--- src/rtl/pwm_multi_if.sv ---
// Control/output bundle between a register block and the multi-channel PWM generator.
interface pwm_multi_if #(
  parameter int unsigned NUM_CH         = 4,
  parameter int unsigned DATA_WIDTH     = 16,
  parameter int unsigned PRESCALE_WIDTH = 8
);
  logic                         en;
  logic                         center_mode;
  logic [PRESCALE_WIDTH-1:0]    prescale;
  logic [DATA_WIDTH-1:0]        top;
  logic [NUM_CH*DATA_WIDTH-1:0] compare;
  logic [NUM_CH-1:0]            polarity;
  logic [NUM_CH-1:0]            out;
  logic                         period_start;
  logic [DATA_WIDTH-1:0]        cnt_value;

  modport master (
    output en, center_mode, prescale, top, compare, polarity,
    input  out, period_start, cnt_value
  );

  modport slave (
    input  en, center_mode, prescale, top, compare, polarity,
    output out, period_start, cnt_value
  );
endinterface

--- src/rtl/pwm_multi.sv ---
// Multi-channel PWM: shared prescaler and period counter (edge or center aligned),
// per-channel compare/polarity, all settings shadowed at period boundaries.
module pwm_multi #(
  parameter int unsigned NUM_CH         = 4,
  parameter int unsigned DATA_WIDTH     = 16,
  parameter int unsigned PRESCALE_WIDTH = 8
) (
  input logic        clk,
  input logic        rst_n,
  pwm_multi_if.slave bus
);

  localparam logic [DATA_WIDTH-1:0]     CntOne = DATA_WIDTH'(1);
  localparam logic [PRESCALE_WIDTH-1:0] PreOne = PRESCALE_WIDTH'(1);

  logic [PRESCALE_WIDTH-1:0]    pre_cnt_q;
  logic [DATA_WIDTH-1:0]        cnt_q, cnt_d;
  logic                         dir_down_q, dir_down_d;
  logic [DATA_WIDTH-1:0]        top_sh_q;
  logic [NUM_CH*DATA_WIDTH-1:0] cmp_sh_q;
  logic [NUM_CH-1:0]            pol_sh_q;
  logic                         center_sh_q;
  logic [NUM_CH-1:0]            out_q;
  logic                         ps_q;
  logic                         tick;
  logic                         boundary;
  logic [NUM_CH-1:0]            act;

  // pre_cnt may sit above a freshly lowered prescale; it then wraps naturally.
  assign tick = (pre_cnt_q == bus.prescale);

  always_comb begin
    cnt_d      = cnt_q;
    dir_down_d = dir_down_q;
    boundary   = 1'b0;
    if (tick) begin
      if (!center_sh_q) begin
        if (cnt_q < top_sh_q) begin
          cnt_d = cnt_q + CntOne;
        end else begin
          cnt_d    = '0;
          boundary = 1'b1;
        end
      end else if (!dir_down_q) begin
        if (cnt_q < top_sh_q) begin
          cnt_d      = cnt_q + CntOne;
          dir_down_d = (cnt_d == top_sh_q);
        end else begin
          // Only reachable with top_sh == 0: counter parks at 0, boundary every tick.
          cnt_d    = '0;
          boundary = 1'b1;
        end
      end else begin
        if (cnt_q <= CntOne) begin
          cnt_d    = '0;
          boundary = 1'b1;
        end else begin
          cnt_d = cnt_q - CntOne;
        end
      end
    end
    if (boundary) begin
      dir_down_d = 1'b0;
    end
  end

  always_comb begin
    act = '0;
    for (int i = 0; i < int'(NUM_CH); i++) begin
      act[i] = (cnt_q < cmp_sh_q[i*DATA_WIDTH +: DATA_WIDTH]);
    end
  end

  always_ff @(posedge clk or negedge rst_n) begin
    if (!rst_n) begin
      pre_cnt_q   <= '0;
      cnt_q       <= '0;
      dir_down_q  <= 1'b0;
      top_sh_q    <= '0;
      cmp_sh_q    <= '0;
      pol_sh_q    <= '0;
      center_sh_q <= 1'b0;
      out_q       <= '0;
      ps_q        <= 1'b0;
    end else if (!bus.en) begin
      pre_cnt_q   <= '0;
      cnt_q       <= '0;
      dir_down_q  <= 1'b0;
      top_sh_q    <= bus.top;
      cmp_sh_q    <= bus.compare;
      pol_sh_q    <= bus.polarity;
      center_sh_q <= bus.center_mode;
      out_q       <= pol_sh_q;
      ps_q        <= 1'b0;
    end else begin
      pre_cnt_q  <= tick ? '0 : pre_cnt_q + PreOne;
      cnt_q      <= cnt_d;
      dir_down_q <= dir_down_d;
      out_q      <= act ^ pol_sh_q;
      ps_q       <= boundary;
      if (boundary) begin
        top_sh_q    <= bus.top;
        cmp_sh_q    <= bus.compare;
        pol_sh_q    <= bus.polarity;
        center_sh_q <= bus.center_mode;
      end
    end
  end

  assign bus.out          = out_q;
  assign bus.period_start = ps_q;
  assign bus.cnt_value    = cnt_q;

endmodule

--- src/flat_wrapper.sv ---
// flat-port wrapper written by rule: the top's interface ports become plain ports
module pwm_multi_flat 
#(
  parameter int unsigned NUM_CH         = 4,
  parameter int unsigned DATA_WIDTH     = 16,
  parameter int unsigned PRESCALE_WIDTH = 8
)
  (clk, rst_n, bus_en, bus_center_mode, bus_prescale, bus_top, bus_compare, bus_polarity, bus_out, bus_period_start, bus_cnt_value);
  pwm_multi_if #(.NUM_CH(NUM_CH), .DATA_WIDTH(DATA_WIDTH), .PRESCALE_WIDTH(PRESCALE_WIDTH)) bus_i ();
  input logic clk;
  input logic rst_n;
  input wire logic [$bits(bus_i.en)-1:0] bus_en;
  input wire logic [$bits(bus_i.center_mode)-1:0] bus_center_mode;
  input wire logic [$bits(bus_i.prescale)-1:0] bus_prescale;
  input wire logic [$bits(bus_i.top)-1:0] bus_top;
  input wire logic [$bits(bus_i.compare)-1:0] bus_compare;
  input wire logic [$bits(bus_i.polarity)-1:0] bus_polarity;
  output wire logic [$bits(bus_i.out)-1:0] bus_out;
  output wire logic [$bits(bus_i.period_start)-1:0] bus_period_start;
  output wire logic [$bits(bus_i.cnt_value)-1:0] bus_cnt_value;
  assign bus_i.en = bus_en;
  assign bus_i.center_mode = bus_center_mode;
  assign bus_i.prescale = bus_prescale;
  assign bus_i.top = bus_top;
  assign bus_i.compare = bus_compare;
  assign bus_i.polarity = bus_polarity;
  assign bus_out = bus_i.out;
  assign bus_period_start = bus_i.period_start;
  assign bus_cnt_value = bus_i.cnt_value;
  pwm_multi #(.NUM_CH(NUM_CH), .DATA_WIDTH(DATA_WIDTH), .PRESCALE_WIDTH(PRESCALE_WIDTH)) u_core (.clk(clk), .rst_n(rst_n), .bus(bus_i));
endmodule
--- config.mk ---
export PLATFORM = sky130hd
export DESIGN_NAME = pwm_multi_flat
export DESIGN_NICKNAME = d
export VERILOG_FILES = /design/src/rtl/pwm_multi_if.sv /design/src/rtl/pwm_multi.sv /design/src/flat_wrapper.sv
export SDC_FILE = /design/constraint.sdc
export NUM_CORES = 1
export LEC_CHECK = 0
export BUFFER_PORTS_ARGS = -buffer_cell sky130_fd_sc_hd__buf_4
export CAP_MARGIN = 20
export CORE_ASPECT_RATIO = 0.8
export CORE_UTILIZATION = 45
export CTS_CLUSTER_SIZE = 28
export DETAILED_ROUTE_END_ITERATION = 7
export PLACE_DENSITY = 0.68
export SLEW_MARGIN = 20
export SYNTH_ARGS = -nofsm -noshare
export SYNTH_HDL_FRONTEND = slang
export SYNTH_SLANG_ARGS = --single-unit
--- constraint.sdc ---
create_clock -name clk -period 2.4 [get_ports clk]
set_clock_uncertainty 0.1 [all_clocks]
set_input_delay 0.12 -clock clk [delete_from_list [all_inputs] [get_ports clk]]
set_output_delay 0.12 -clock clk [all_outputs]
set_load 0.005 [all_outputs]
==> run metrics <==
status=complete, but fails checks; failing checks=setup timing; fmax=0.3664 GHz; largest net degree at the start of global routing=41; routed length on met2=11.61 mm; via/cell ratio=5.521; CTS HTree Levels=4; register bit count reported by yosys=115; Worst Hold Class=primary input to flop; commonest non-fill, non-tap cell in the layout=buf_4; number of synthesized flops with an enable pin=0; Syn-to-layout area delta=53.16%; antenna-violating nets left=0; Yosys cell types=65; final WL=25.93 mm; final hold violations=0; max_cap viols=0; Top Layer Used=met4; first-pass GRT wire length=37.91 mm; Syn Nets=952; I/O pins=117; Final Util=71.25%; largest cells by area after synthesis=dfrtp_1 37%, ha_1 13%, mux2_2 8.0%, mux2_1 4.3%, inv_1 4.1%; n_diodes=0; remaining routing DRC violations=0; Hold Slack=0.04136 ns; Max transition margin=64.69%; Fill cells=1166; Mean Syn Cell Area=10.02 um2; Initial Utilization=46.52%; wire length on met1=11.54 mm; vias in the first global route=7219; Worst IR Drop VDD=0.0004554 V; post-synth top area share=37.02%; share of cells above drive strength 1=37.39%; root cell of the clock tree=clkbuf_16; Die Area=17810 um2; cell area after technology mapping=7774 um2; Rows=42; Finished Layout Cells=1330; Sink Count=115; Max Buffers Root-to-Sink=2; Routed met3 length=2.094 mm; Worst Path Required=2.60 ns; input/output buffers=116; die span in x=148.9 um; Final Power=5.930 mW; synthesized instance count=776; Overflow after GRT=0; CTS buffer count=17; Max stage delay on crit path=0.43 ns; CTS tree=yes; multi-input combinational cell area=4851 um2; Sequential cell area=2892 um2; slowest stage cell, crit path=dfrtp_2; worst path cell trace=ha_4, a21oi_2, o21a_1, a21oi_4, o21ai_2, and2_4, o31ai_4, buf_6, buf_12, clkbuf_16, mux2_4; Worst-Skew Late Latency=0.42 ns; final-report setup violation count=95; RePlAce Congestion=0.9543; most frequent cells in the layout=223 x buf_4, 104 x dfrtp_1, 86 x dlygate4sd3_1, 82 x inv_1, 74 x ha_1; CP Max Fanout=6; initial antenna violation count=0; Post-synth ARST share=100.0%; overall routing resource usage=27.98%; RSZ-0062 raised after global routing=true; placed inst area=9708 um2; Worst-path clk slew=0.06 ns; hpwl dp=16.39 mm; leakage power=6.139 nW; Worst Setup End Kind=flop; min cycle time layout=2.730 ns; final worst-path cycle share=113.7%; core area=16710 um2; Layout Nets=1273; P per Cell Area=498.0 nW/um2; Vias=7343; Post-synth top flop=dfrtp_1; placed insts=1188; sequential cell area fraction in the yosys report=37.02%; yosys warns=0; drt wl/cell=19.50 um; fin. max-slew vios=0; PnR worst setup slack=-0.3296 ns; Starting DRT DRC Count=688; startpoint type of the worst setup path=flop; design area=11910 um2; CP arrival=2.93 ns; worst-margin pin slew=0.5297 ns; 1st-pass router iterations=6; Synth area leader=dfrtp_1; Setup CP Type=flop to flop; Die Ht=119.6 um
final timing paths:
| check | start | endpoint | slack [ns] | cells after the start |
|---|---|---|---|---|
| min in group asynchronous | rst_n | u_core.top_sh_q[11] | 0.11 | 2 |
| max in group asynchronous | rst_n | u_core.bus.cnt_value[11] | 1.36 | 3 |
| min | bus_en | u_core.bus.cnt_value[1] | 0.04 | 3 |
| max | u_core.bus.cnt_value[9] | u_core.cmp_sh_q[10] | -0.33 | 11 |
| max reg2reg | u_core.bus.cnt_value[9] | u_core.cmp_sh_q[10] | -0.33 | 11 |
| min reg2reg | u_core.cmp_sh_q[54] | u_core.cmp_sh_q[54] | 0.40 | 1 |
Yosys cell counts, types with 7 or more instances:
| cell | instances |
|---|---|
| dfrtp_1 | 115 |
| inv_1 | 84 |
| ha_1 | 80 |
| mux2_2 | 55 |
| nor2_1 | 40 |
| a21oi_1 | 31 |
| mux2_1 | 30 |
| nand2_1 | 30 |
| o21ai_0 | 29 |
| nand3_1 | 25 |
| nor3_1 | 20 |
| xor2_1 | 19 |
| a21o_1 | 16 |
| and3_1 | 14 |
| xnor2_1 | 14 |
| clkbuf_1 | 13 |
| a221oi_1 | 11 |
| and4_1 | 10 |
| nand4_1 | 10 |
| buf_2 | 9 |
| buf_4 | 9 |
| mux2i_1 | 8 |
| o211ai_1 | 8 |
| and2_1 | 7 |
| nand2b_1 | 7 |
| nor3b_1 | 7 |
sequential cells by signal, summed over array words and instances (netlist names):
register                 flops
u_core.bus.cnt_value        16
u_core.bus.out               4
u_core.bus.period_start      1
u_core.center_sh_q           1
u_core.cmp_sh_q             64
u_core.dir_down_q            1
u_core.pol_sh_q              4
u_core.pre_cnt_q             8
u_core.top_sh_q             16
cell families (layout without fill, tap and decap cells):
family	Yosys count	after routing	share of synthesized area, %
fa+ha+maj	80	80	12.88
flops	115	115	37.02
compound gates	146	146	13.18
xor+xnor	33	33	3.718
mux	93	93	13.34
buf+inv	117	451	6.422
simple gates	192	192	13.44
layer usage:
metal | global-route usage [%] | vias to the layer above
met5 | 0 | -
li1 | - | 3440
met1 | 38.77 | 3503
met2 | 42.56 | 335
met3 | 6.312 | 65
met4 | 10.33 | 0
per-stage QoR:
step | TNS (ns) | setup WS [ns]
floorplan | -2.470 | -0.07386
global placement | -19.75 | -0.2654
detailed placement | -23.81 | -0.3217
CTS | -22.96 | -0.3166
global route | -30.61 | -0.3824
finish | -24.90 | -0.3296
power by group:
part           internal [mW]  switching [mW]  leakage (nW)
combinational          0.666           0.462          4.48
sequential              2.10           0.110          1.38
clock                   1.61           0.980         0.278
final cells by class:
| cell class | count | area share (%) |
|---|---|---|
| multi-input combinational | 544 | 40.74 |
| timing repair buffer | 335 | 25.01 |
| sequential | 115 | 24.29 |
| clock buffer | 21 | 3.951 |
| inverter | 84 | 2.648 |
| tap | 220 | 2.312 |
| clock inverter | 11 | 1.051 |
critical path: cells and delay by family, from the launching register on:
kind	cells	cell delay, ns
AOI/OAI and AO/OA	5	0.85
and+or+nand+nor	1	0.18
DFF	1	0.43
adders and majority gates	1	0.28
buffers and inverters	3	0.47
muxes	1	0.30
repair_timing:
item / in CTS / in global routing
hold buffers: 86 / 0
hold endpoints to repair: 155 / 0
cloned: 2 / 6
setup endpoints to repair: 96 / 105
setup buffers: 9 / 9
gates resized for setup: 17 / 95
pin swaps: 5 / 13
No activity file was read; power rests on OpenSTA's default activity.
